### config.mk
export PLATFORM = sky130hd
export DESIGN_NAME = k005297_relpg_reader
export DESIGN_NICKNAME = d
export VERILOG_FILES = /design/src/rtl/k005297_relpg_reader.sv
export SDC_FILE = /design/constraint.sdc
export NUM_CORES = 1
export LEC_CHECK = 0
export ABC_CLOCK_PERIOD_IN_PS = 3000
export CORE_UTILIZATION = 30
export DETAILED_ROUTE_END_ITERATION = 16
export PLACE_DENSITY_LB_ADDON = 0.08
export RECOVER_POWER = 25
export SYNTH_ARGS = -nofsm -noshare
export SYNTH_HDL_FRONTEND = slang
export SYNTH_SLANG_ARGS = --single-unit
### constraint.sdc
create_clock -name i_MCLK -period 3 [get_ports i_MCLK]
set_input_delay 0.6 -clock i_MCLK [delete_from_list [all_inputs] [get_ports i_MCLK]]
set_output_delay 0.6 -clock i_MCLK [all_outputs]
set_load 0.1 [all_outputs]
### src/rtl/k005297_relpg_reader.sv
// Receiver for the 005297 bit-serial relative page stream: deserializes the 12-bit
// page word framed by the 20-phase timing ring and checks it against the counter sequence.
module k005297_relpg_reader (
    input  logic        i_MCLK,
    input  logic        i_RST_n,
    input  logic        i_CLK2M_PCEN_n,
    input  logic [19:0] i_ROT20_n,
    input  logic        i_RELPG_SDATA,
    input  logic        i_CNT_EN,
    input  logic        i_TRACK_EN,
    input  logic        i_ERR_CLR,
    input  logic [11:0] i_TARGET_PG,
    output logic [11:0] o_PAGE,
    output logic        o_PG_STB,
    output logic        o_MATCH,
    output logic        o_SEQ_ERR,
    output logic        o_RANGE_ERR,
    output logic        o_TRACKING
);
    localparam logic [11:0] PG_MOD  = 12'd2053;
    localparam logic [11:0] PG_UP   = 12'd522;
    localparam logic [11:0] PG_DOWN = 12'd1531;

    typedef enum logic [1:0] {
        ST_IDLE  = 2'd0,
        ST_SYNC  = 2'd1,
        ST_TRACK = 2'd2
    } state_t;

    state_t      state_q, state_d;
    logic [11:0] sreg_q, sreg_d;
    logic [11:0] prev_q, prev_d;
    logic [11:0] page_q, page_d;
    logic        fv_q, fv_d;
    logic        cnt_en_f_q, cnt_en_f_d;
    logic        stb_q, stb_d;
    logic        match_q, match_d;
    logic        seq_err_q, seq_err_d;
    logic        range_err_q, range_err_d;

    logic        tick, ring_ok, vtick, done, range_bad;
    logic        prev_load, seq_set, tracking;
    logic [4:0]  phase, zero_cnt;
    logic [11:0] nxt_pg;

    // Ring is well formed only when exactly one phase line is low.
    always_comb begin
        phase    = '0;
        zero_cnt = '0;
        for (int i = 0; i < 20; i++) begin
            if (!i_ROT20_n[i]) begin
                zero_cnt = zero_cnt + 5'd1;
                phase    = 5'(i);
            end
        end
    end

    assign tick      = ~i_CLK2M_PCEN_n;
    assign ring_ok   = (zero_cnt == 5'd1);
    assign vtick     = tick & ring_ok;
    assign done      = vtick & (phase == 5'd12) & fv_q;
    assign range_bad = (sreg_q >= PG_MOD);
    assign nxt_pg    = !cnt_en_f_q          ? prev_q :
                       (prev_q >= PG_DOWN)  ? prev_q - PG_DOWN : prev_q + PG_UP;

    always_comb begin
        sreg_d      = sreg_q;
        fv_d        = fv_q;
        cnt_en_f_d  = cnt_en_f_q;
        page_d      = page_q;
        match_d     = match_q;
        stb_d       = done;
        prev_d      = prev_load ? sreg_q : prev_q;
        seq_err_d   = seq_err_q;
        range_err_d = range_err_q;
        if (tick && !ring_ok) begin
            fv_d = 1'b0;
        end
        for (int k = 0; k < 12; k++) begin
            if (vtick && phase == 5'(k)) begin
                sreg_d[k] = i_RELPG_SDATA;
            end
        end
        if (vtick && phase == 5'd0) begin
            fv_d       = 1'b1;
            cnt_en_f_d = i_CNT_EN;
        end
        if (done) begin
            page_d  = sreg_q;
            match_d = (sreg_q == i_TARGET_PG);
        end
        // Clear first so a flag raised on the same tick survives.
        if (vtick && i_ERR_CLR) begin
            seq_err_d   = 1'b0;
            range_err_d = 1'b0;
        end
        if (seq_set) begin
            seq_err_d = 1'b1;
        end
        if (done && range_bad) begin
            range_err_d = 1'b1;
        end
    end

    always_ff @(posedge i_MCLK or negedge i_RST_n) begin
        if (!i_RST_n) begin
            state_q <= ST_IDLE;
        end else begin
            state_q <= state_d;
        end
    end

    always_comb begin
        state_d = state_q;
        if (vtick) begin
            if (!i_TRACK_EN) begin
                state_d = ST_IDLE;
            end else begin
                case (state_q)
                    ST_IDLE:  state_d = ST_SYNC;
                    ST_SYNC:  if (done && !range_bad) state_d = ST_TRACK;
                    ST_TRACK: if (done && range_bad)  state_d = ST_SYNC;
                    default:  state_d = ST_IDLE;
                endcase
            end
        end
    end

    // Sequence check is skipped when tracking is dropped on the completion tick.
    always_comb begin
        prev_load = 1'b0;
        seq_set   = 1'b0;
        tracking  = (state_q == ST_TRACK);
        if (done && i_TRACK_EN) begin
            case (state_q)
                ST_SYNC: begin
                    prev_load = !range_bad;
                end
                ST_TRACK: begin
                    prev_load = 1'b1;
                    seq_set   = range_bad || (sreg_q != nxt_pg);
                end
                default: begin
                    prev_load = 1'b0;
                end
            endcase
        end
    end

    always_ff @(posedge i_MCLK or negedge i_RST_n) begin
        if (!i_RST_n) begin
            sreg_q      <= '0;
            prev_q      <= '0;
            page_q      <= '0;
            fv_q        <= 1'b0;
            cnt_en_f_q  <= 1'b0;
            stb_q       <= 1'b0;
            match_q     <= 1'b0;
            seq_err_q   <= 1'b0;
            range_err_q <= 1'b0;
        end else begin
            sreg_q      <= sreg_d;
            prev_q      <= prev_d;
            page_q      <= page_d;
            fv_q        <= fv_d;
            cnt_en_f_q  <= cnt_en_f_d;
            stb_q       <= stb_d;
            match_q     <= match_d;
            seq_err_q   <= seq_err_d;
            range_err_q <= range_err_d;
        end
    end

    assign o_PAGE      = page_q;
    assign o_PG_STB    = stb_q;
    assign o_MATCH     = match_q;
    assign o_SEQ_ERR   = seq_err_q;
    assign o_RANGE_ERR = range_err_q;
    assign o_TRACKING  = tracking;

endmodule
### Yosys cells after proc, flatten, opt, wreduce, memory -nomap -nowiden

Index checks and enable logic that the tools add are counted.

| storage, ports and cells | value |
|---|---|
| word-level logic and storage cells | 147 |
| bits in registers | 44 |
| output and inout port bits | 17 |
| input port bits | 39 |

| cells by class | value |
|---|---|
| multiplexer cells | 54 |
| bitwise operators | 4 |
| equality and inequality tests | 19 |
| $lt $le $gt $ge | 2 |
| add/sub/neg operators | 21 |
| reductions and logical operators | 26 |

Operators with widths:

| operator | number |
|---|---|
| $mux 5 | 36 |
| $add 5x1->5 const B | 19 |
| $eq 5x4->1 const B | 5 |
| $mux 12 | 2 |
| $eq 5x3->1 const B | 4 |
| $logic_and 1x1->1 | 17 |
| $add 12x10->12 const B | 1 |
| $eq 12x12->1 | 1 |
| $ge 12x11->1 const B | 1 |
| $ge 12x12->1 const B | 1 |
| $ne 12x12->1 | 1 |
| $sub 12x11->12 const B | 1 |
| $eq 5x1->1 const B | 2 |
| $eq 5x2->1 const B | 2 |
| $mux 1 | 10 |
| $mux 2 | 4 |
| $pmux 2 s3 | 1 |
| $reduce_bool 2->1 | 3 |
| $logic_not 5->1 | 1 |
| $and 1x1->1 | 3 |
| $ne 3x2->1 const B | 1 |
| $ne 3x3->1 const B | 1 |
| $reduce_and 3->1 | 1 |
| $eq 2x1->1 const B | 1 |
| other kinds (6) | 7 |

### Depth between registers and ports, before layout

Gate-level depths: netlist of run 1.

| logic depth | value |
|---|---|
| word-level depth | 47 |
| gate-level depth with buffers | 68 |
| mapped depth without buffers | 67 |

### Least setup slack after synthesis of run 1

No wires, ideal clock.

| timing | value |
|---|---|
| path type | input -> register |
| start | in i_ROT20_n[0] |
| end | reg match_q (netlist: o_MATCH) |
| setup slack | -9.091 ns |
| path buffers | 1 |
| arrival | 11.965 ns |
| required time | 2.874 ns |
| cell stages on the path | 67 |
| path through | inv_1 -> ha_1 -> xnor2_1 -> ha_1 -> nand2b_1 -> nand2_1 -> ha_1 -> nor2_1 -> a31oi_1 -> ha_1 -> nor2b_1 -> a41o_1 -> nor2_1 -> inv_1 -> ha_1 -> nor2_1 -> a21oi_1 -> ha_1 -> [... 31 more ...] -> nand2_1 -> ha_1 -> nor2_1 -> a31o_2 -> inv_1 -> ha_1 -> mux2_2 -> ha_1 -> nand2b_1 -> xnor2_1 -> nor3_1 -> a21o_1 -> nand2_1 -> mux2i_1 -> nand2b_1 -> nor3_4 -> buf_6 -> mux2_4 |

| between the ends | value |
|---|---|
| word-level cells in the longest chain between the ends | 43 |

Ends and longest elaborated chain:

| what | line | source |
|---|---|---|
| from (decl) | 7 | `input logic [19:0] i_ROT20_n,` |
| $mux 1 (*) | 51 | `if (!i_ROT20_n[i]) begin` |
| $add 5x1->5 | 52 | `zero_cnt = zero_cnt + 5'd1;` |
| $mux 5 (*) | 51 |  |
| $add 5x1->5 | 52 |  |
| $mux 5 (*) | 51 |  |
| $add 5x1->5 | 52 |  |
| $mux 5 (*) | 51 |  |
| $add 5x1->5 | 52 |  |
| [... 27 more ...] | - |  |
| $add 5x1->5 | 52 |  |
| $mux 5 (*) | 51 |  |
| $add 5x1->5 | 52 |  |
| $mux 5 (*) | 51 |  |
| $eq 5x1->1 (*) | 59 | `assign ring_ok = (zero_cnt == 5'd1);` |
| $and 1x1->1 (*) | 60 | `assign vtick = tick & ring_ok;` |
| $and 1x1->1 (*) (2 in a row) | 61 | `assign done = vtick & (phase == 5'd12) & fv_q;` |
| named net done | 41 | `logic tick, ring_ok, vtick, done, range_bad;` |
| to (signal assigned) | 168 | `match_q <= match_d;` |
| to (decl) | 37 | `logic match_q, match_d;` |

The timed path passes the listed nets; every way through them passes the cells marked *.
A chain may end at the register's enable or synchronous reset.

### Final worst setup path of run 1

| timing | value |
|---|---|
| start | in i_ROT20_n[1] |
| end | reg prev_q[5] |

| between the ends | value |
|---|---|
| word-level cells in the longest chain between the ends | 43 |

Ends and longest elaborated chain:

| what | line | source |
|---|---|---|
| $mux 5 | 51 |  |
| $add 5x1->5 | 52 |  |
| $mux 5 | 51 |  |
| $add 5x1->5 | 52 |  |
| $mux 5 | 51 |  |
| $add 5x1->5 | 52 |  |
| $mux 5 | 51 |  |
| $add 5x1->5 | 52 |  |
| [... 26 more ...] | - |  |
| $mux 5 | 51 |  |
| $add 5x1->5 | 52 |  |
| $mux 5 | 51 |  |
| $eq 5x1->1 | 59 |  |
| $and 1x1->1 | 60 |  |
| $and 1x1->1 (*) (2 in a row) | 61 |  |
| $logic_and 1x1->1 (*) | 134 | `if (done && i_TRACK_EN) begin` |
| $mux 1 (*) | 134 |  |
| to (signal assigned) | 163 | `prev_q <= prev_d;` |
| to (decl) | 32 | `logic [11:0] prev_q, prev_d;` |

Mark *: on every way between the ends. The rest lies on a longest branch, timed or not.

==> run_results.csv, run 1 <==
group,metric,value,unit
finish,final_cell_mix,"buf_4, xnor2_1, dfrtp_1",
placed_design,io_buffers,55,
routing,detail-route-antenna-nets,0,
timing,slew_viol_final,0,
die,die_h,132,um
hold_path,hp-class,"in2async",
grt,grt_pass1_wl,26.4,mm
pwr,ir_drop,0.830,mV
routing,initialDrtViolationCount,204,
pwr,p_sw,3760,uW
finish,fill_cells,1535,
routing,vias,5040,
grt,grt_antenna_before_repair,0,
grt,track_usage,18.5,%
finish,final_nets,890,
synth,ys_seq_area_share,21.7,%
worst_setup_path,cp.arrival,11.25,ns
worst_setup_path,r2r_cells,13,
worst_setup_path,crit_path_max_incr_delay,0.51,ns
routing,drc,0,
placed_design,hpwlAfterDp,11.8,mm
synth,yosysWarnings,0,
finish,mostFrequentLayoutCell,"buf_4",
timing,period_needed,11.07,ns
routing,dr.pass1.iters,4,
finish,regArea,1100,um^2
grt,grt_busiest_layer,"met2",
die,io_pins,56,
synth,synth_top_area_share,21.7,%
worst_setup_path,cp_common_cell,"buf_4",
outcome,status,"complete, but fails checks",
cts,worstSkewPairLatency,0.29,ns
synth,synth_ff_type,"dfrtp_1",
flow_run,drv_cap,0,
die,initial_utilization,30.7,%
timing,fin_skew,0.00519,ns
pwr,pwr_density_cell,1120,nW/um^2
die,die_x,132,um
worst_setup_path,required,3.18,ns
timing,finalHoldViolations,0,
pwr,internal_power,5540,uW
cts,h-tree-depth,2,
cts,cts_tree,"built",
timing,setup_ws,-8.07,ns
routing,wl_per_cell,15.1,um
pwr,seqPwrFrac,6.7,%
cts,cts.clk_slew.worst_paths,0.07,ns
synth,synth_area_leaders,"dfrtp_1, xnor2_1, ha_1",
die,coreArea,16500,um^2
outcome,violations,"setup timing",
worst_setup_path,reg2reg_slack,0.07,ns
placed_design,dp_slack,-9.02,ns
timing,tightest_slew,0.968,ns
pwr,p_leak,0.00381,uW
worst_setup_path,reg2reg_from,"prev_q[0]",
grt,use_met3,1.85,%
synth,syn-instance-count,559,
grt,met2_usage,32.3,%
synth,synth-async-reset-ratio,100,%
pwr,comb_power_share,86.4,%
synth,synthAdderAreaFrac,6.42,%
synth,ys_types,74,
worst_setup_path,path_class,"in2reg",
cts,root_buffer,"clkbuf_16",
timing,slew_headroom,35.4,%
worst_setup_path,start_kind,"input port",
finish,multiInputGateArea,4330,um^2
synth,synth_edf_count,0,
grt,grt_start_max_net_pins,20,
timing,min_period_over_period,369,%
pwr,finalPower,9300,uW
routing,wirelength,15.8,mm
cts,hold_buffers,0,
worst_setup_path,r2r-end,"o_SEQ_ERR",
routing,drt-vias-per-instance,4.82,
synth,yosys.area_share.simple,19.5,%
synth,synthesis.nets,624,
pwr,swShare,40.4,%
grt,grt_pass1_vias,5216,
synth,ys_ff_latch,44,
worst_setup_path,cpMaxStageDelayCell,"xor3_2",
die,fp-row-count,47,
cts,cts_inserted_buffers,5,
pwr,clock_power_share,6.9,%
grt,grt.overflow.total,0,
finish,drive_gt1_share,46.9,%
finish,num_antenna_cells,0,
timing,max_freq,0.0903,GHz
die,die-area,17400,um^2
finish,area_growth,63.3,%
cts,cts_sinks,44,
synth,synth_compound_area_share,15.1,%
timing,rsz0062_at_grt,"yes",
synth,avgSynthCellArea,9.06,um^2
synth,synth_xor_area_share,22.1,%
placed_design,place.gp.congestion,0.812,
synth,synth_top_area_cell,"dfrtp_1",
synth,syn-cell-area,5070,um^2
cts,clock_path_buffers,2,
synth,muxShareOfSynthArea,10.8,%
timing,setup_viol,44,
worst_setup_path,endpoint_kind,"register",
synth,synth_top_family_by_area,"XOR/XNOR gates",
grt,use_met1,24.0,%
worst_setup_path,path_max_fanout,12,
-- stage by stage --
stage          utilization, %  TNS (ns)  hold WS, ns  instances  cell area [um^2]
3_3_place_gp             44.1   -379.28        0.492        975              7280
2_1_floorplan               -   -351.02        0.304        559              5390
3_5_place_dp             44.1   -392.86        0.504        975              7280
5_1_grt                  50.1   -370.91        0.518       1046              8270
4_1_cts                  48.4   -359.42        0.243       1035              8000
6_report                 50.1   -352.06        0.444       1046              8270
-- metal layers --
layer | part of all wire, % | up-vias
met5 | 0 | -
met4 | 2.0 | 0
met3 | 2.5 | 24
met2 | 49 | 92
met1 | 46 | 2391
li1 | - | 2533
-- worst max-delay path by stage --
stage	start	end	slack (ns)	cells past startpoint
after floorplan	i_ROT20_n[1]	o_MATCH	-8.15	68
after global placement	i_ROT20_n[1]	sreg_q[4]	-8.71	69
after detailed placement	i_ROT20_n[1]	o_PAGE[10]	-9.02	67
after CTS	i_ROT20_n[1]	o_PAGE[10]	-8.22	69
after global routing	i_ROT20_n[1]	o_PAGE[10]	-8.49	68
final	i_ROT20_n[1]	prev_q[5]	-8.07	74
-- logic make-up (layout without fill, tap and decap cells) --
family	count (synthesis)	in the layout
compound gates	112	112
xor+xnor	96	96
fa+ha+maj	26	26
buf+inv	52	319
flops	44	44
mux	47	47
simple gates	182	182
-- cell usage after synthesis (all sizes together) (2+ instances only) --
master and n:
o22ai 3, nor4 6, nand2b 13, clkbuf 13, a31oi 10, a211oi 3
a21boi 3, and2 3, nand3b 3, a22o 3, xnor2 68, nand2 42
xnor3 7, ha 26, xor2 17, nor3b 7, o31ai 6, nor2 32
xor3 4, mux2i 8, inv 29, o211ai 10, a21oi 22, buf 10
o21ai 24, nor4b 4, and3 4, mux2 39, dfrtp 44, a21o 4
nor2b 18, or3 2, nand4 14, o211a 5, a32oi 3, nor3 12
or2 2, nand3 17, a22oi 2
-- power by group through the flow --
stage	registers [uW]	logic (uW)	clock network (uW)
after global routing	623	8720	686
final	621	8040	641
after CTS	621	7110	657
after floorplan	629	3940	0
after detailed placement	633	6140	0
after global placement	631	6070	0
-- worst max-delay path, delay by kind of cell --
kind	cells	cell delay, ns
buf+inv	44	5.30
mux	1	0.34
simple gates	11	1.41
fa+ha+maj	6	1.41
compound gates	8	1.08
xor+xnor	4	1.04
-- cell type report --
cell class / count / area share, %
Clock inverter: 3 / 0.560
Inverter: 29 / 1.53
Clock buffer: 5 / 1.51
Sequential cell: 44 / 13.3
Timing Repair Buffer: 282 / 27.4
Multi-Input combinational cell: 463 / 52.4
Tap cell: 220 / 3.33
-- registers in the layout, indices dropped and copies added, names as in the netlist --
signal	flops
o_PAGE	12
prev_q	12
sreg_q	12
state_q	2
cnt_en_f_q	1
fv_q	1
o_MATCH	1
o_PG_STB	1
o_RANGE_ERR	1
o_SEQ_ERR	1
-- timing repair --
item / CTS / global route
setup buffers: 52 / 16
endpoints found under the setup margin: 44 / 44
gates resized for setup: 40 / 43
pin swaps: 33 / 43
No activity file was read; power rests on OpenSTA's default activity.
==> inputs of run 2 (changes only) <==
REMOVE_ABC_BUFFERS = 1   (was unset)
==> run_results.csv, run 2 (synthesized netlist as in run 1, its figures left out) <==
group,metric,value,unit
die,coreArea,16500,um^2
finish,fin_cells,1008,
routing,wl_per_cell,14.9,um
pwr,internal_power,4870,uW
finish,num_antenna_cells,0,
timing,finalHoldViolations,0,
grt,grt.overflow.total,0,
pwr,ir_drop,1.00,mV
grt,track_usage,17.4,%
die,initial_utilization,30.7,%
die,die_x,132,um
grt,grt_start_max_net_pins,33,
flow_run,drv_cap,1,
cts,cts.clk_slew.worst_paths,0.06,ns
routing,drt-vias-per-instance,4.83,
die,die-area,17400,um^2
placed_design,place.gp.congestion,0.851,
die,die_h,132,um
placed_design,hpwlAfterDp,11.4,mm
worst_setup_path,endpoint_kind,"register",
timing,setup_viol,44,
finish,final_cell_mix,"buf_4, xnor2_1, dfrtp_1",
pwr,finalPower,8460,uW
pwr,seqPwrFrac,7.3,%
finish,drive_gt1_share,42.9,%
timing,slew_headroom,-23.0,%
pwr,comb_power_share,84.9,%
worst_setup_path,required,3.18,ns
timing,holdWs,0.500,ns
timing,fin_skew,0.00630,ns
timing,tightest_slew,1.84,ns
pwr,p_sw,3590,uW
grt,grt_antenna_before_repair,0,
cts,cts_sinks,44,
worst_setup_path,path_max_fanout,6,
timing,max_freq,0.0901,GHz
worst_setup_path,critPathTopFamily,"adder cells",
routing,wirelength,15.0,mm
timing,min_period_over_period,370,%
pwr,swShare,42.5,%
outcome,status,"complete, but fails checks",
cts,root_buffer,"clkbuf_16",
worst_setup_path,cp.arrival,11.27,ns
worst_setup_path,cp_common_cell,"ha_4",
routing,drc,0,
worst_setup_path,cpMaxStageDelayCell,"ha_1",
die,fp-row-count,47,
placed_design,placed_cells,962,
pwr,p_leak,0.00364,uW
hold_path,hp-class,"reg2reg",
grt,grt_pass1_vias,5008,
timing,period_needed,11.10,ns
timing,slew_viol_final,33,
cts,hold_buffers,0,
timing,fin_setup_tns,-352.56,ns
routing,vias,4873,
routing,detail-route-antenna-nets,0,
placed_design,io_buffers,55,
pwr,clock_power_share,7.8,%
routing,initialDrtViolationCount,167,
finish,area_growth,57.9,%
cts,cts_tree,"built",
pwr,pwr_density_cell,1060,nW/um^2
worst_setup_path,crit_path_max_incr_delay,0.33,ns
finish,mostFrequentLayoutCell,"buf_4",
worst_setup_path,path_buf_inv,7,
worst_setup_path,start_kind,"input port",
timing,rsz0062_at_grt,"yes",
worst_setup_path,path_class,"in2reg",
cts,h-tree-depth,2,
cts,clock_path_buffers,2,
cts,worstSkewPairLatency,0.29,ns
placed_design,dp_slack,-9.88,ns
finish,final_nets,852,
grt,grt_pass1_wl,25.0,mm
outcome,violations,"capacitance limit, slew limit, setup timing",
routing,dr.pass1.iters,5,
die,io_pins,56,
timing,setup_ws,-8.10,ns
cts,cts_inserted_buffers,5,
[run 2: cell type report]
type | count | area [um^2]
clock buffers | 6 | 139
clock inverters | 2 | 38.8
fillers | 1524 | 8520
inverters | 29 | 116
multi-input cells | 463 | 4320
flip-flops and latches | 44 | 1100
well taps | 220 | 275
repair buffers | 244 | 2010
[run 2: per-stage QoR]
stage	cell area [um^2]	utilization (%)
after CTS	7680	46.5
after detailed placement	6890	41.7
after global placement	6890	41.7
after floorplan	4950	-
after global routing	8000	48.4
final	8000	48.4
[run 2: power by group through the flow]
| stage | Clock (uW) | Sequential (uW) | Combinational [uW] |
|---|---|---|---|
| global placement | 0 | 631 | 5420 |
| global route | 707 | 623 | 7770 |
| detailed placement | 0 | 632 | 5480 |
| floorplan | 0 | 629 | 3460 |
| finish | 658 | 621 | 7180 |
| CTS | 677 | 620 | 6390 |
[run 2: repair_timing]
item / in CTS / in global routing
gates cloned: 1 / 1
setup endpoints to repair: 44 / 44
pin swaps: 47 / 42
setup buffers: 28 / 10
endpoints found under the hold margin: 0 / 0
resized for setup: 91 / 50
[run 2: metal layers]
| metal | wire length (um) | track usage, % | vias up |
|---|---|---|---|
| li1 | - | - | 2464 |
| met1 | 6920 | 22.3 | 2339 |
| met2 | 7630 | 31.4 | 61 |
| met3 | 314 | 1.69 | 9 |
| met4 | 142 | 4.07 | 0 |
| met5 | 0 | 0 | - |
[run 2: worst paths after layout]
kind	startpoint	depth (start not counted)	slack [ns]	end
setup / recovery	i_ROT20_n[0]	69	-8.10	prev_q[9]
hold reg to reg	o_RANGE_ERR	1	0.50	o_RANGE_ERR
min in group asynchronous	i_RST_n	1	0.80	state_q[0]
max in group asynchronous	i_RST_n	1	1.14	prev_q[5]
setup reg to reg	prev_q[0]	12	0.04	o_SEQ_ERR
hold / removal	o_RANGE_ERR	1	0.50	o_RANGE_ERR
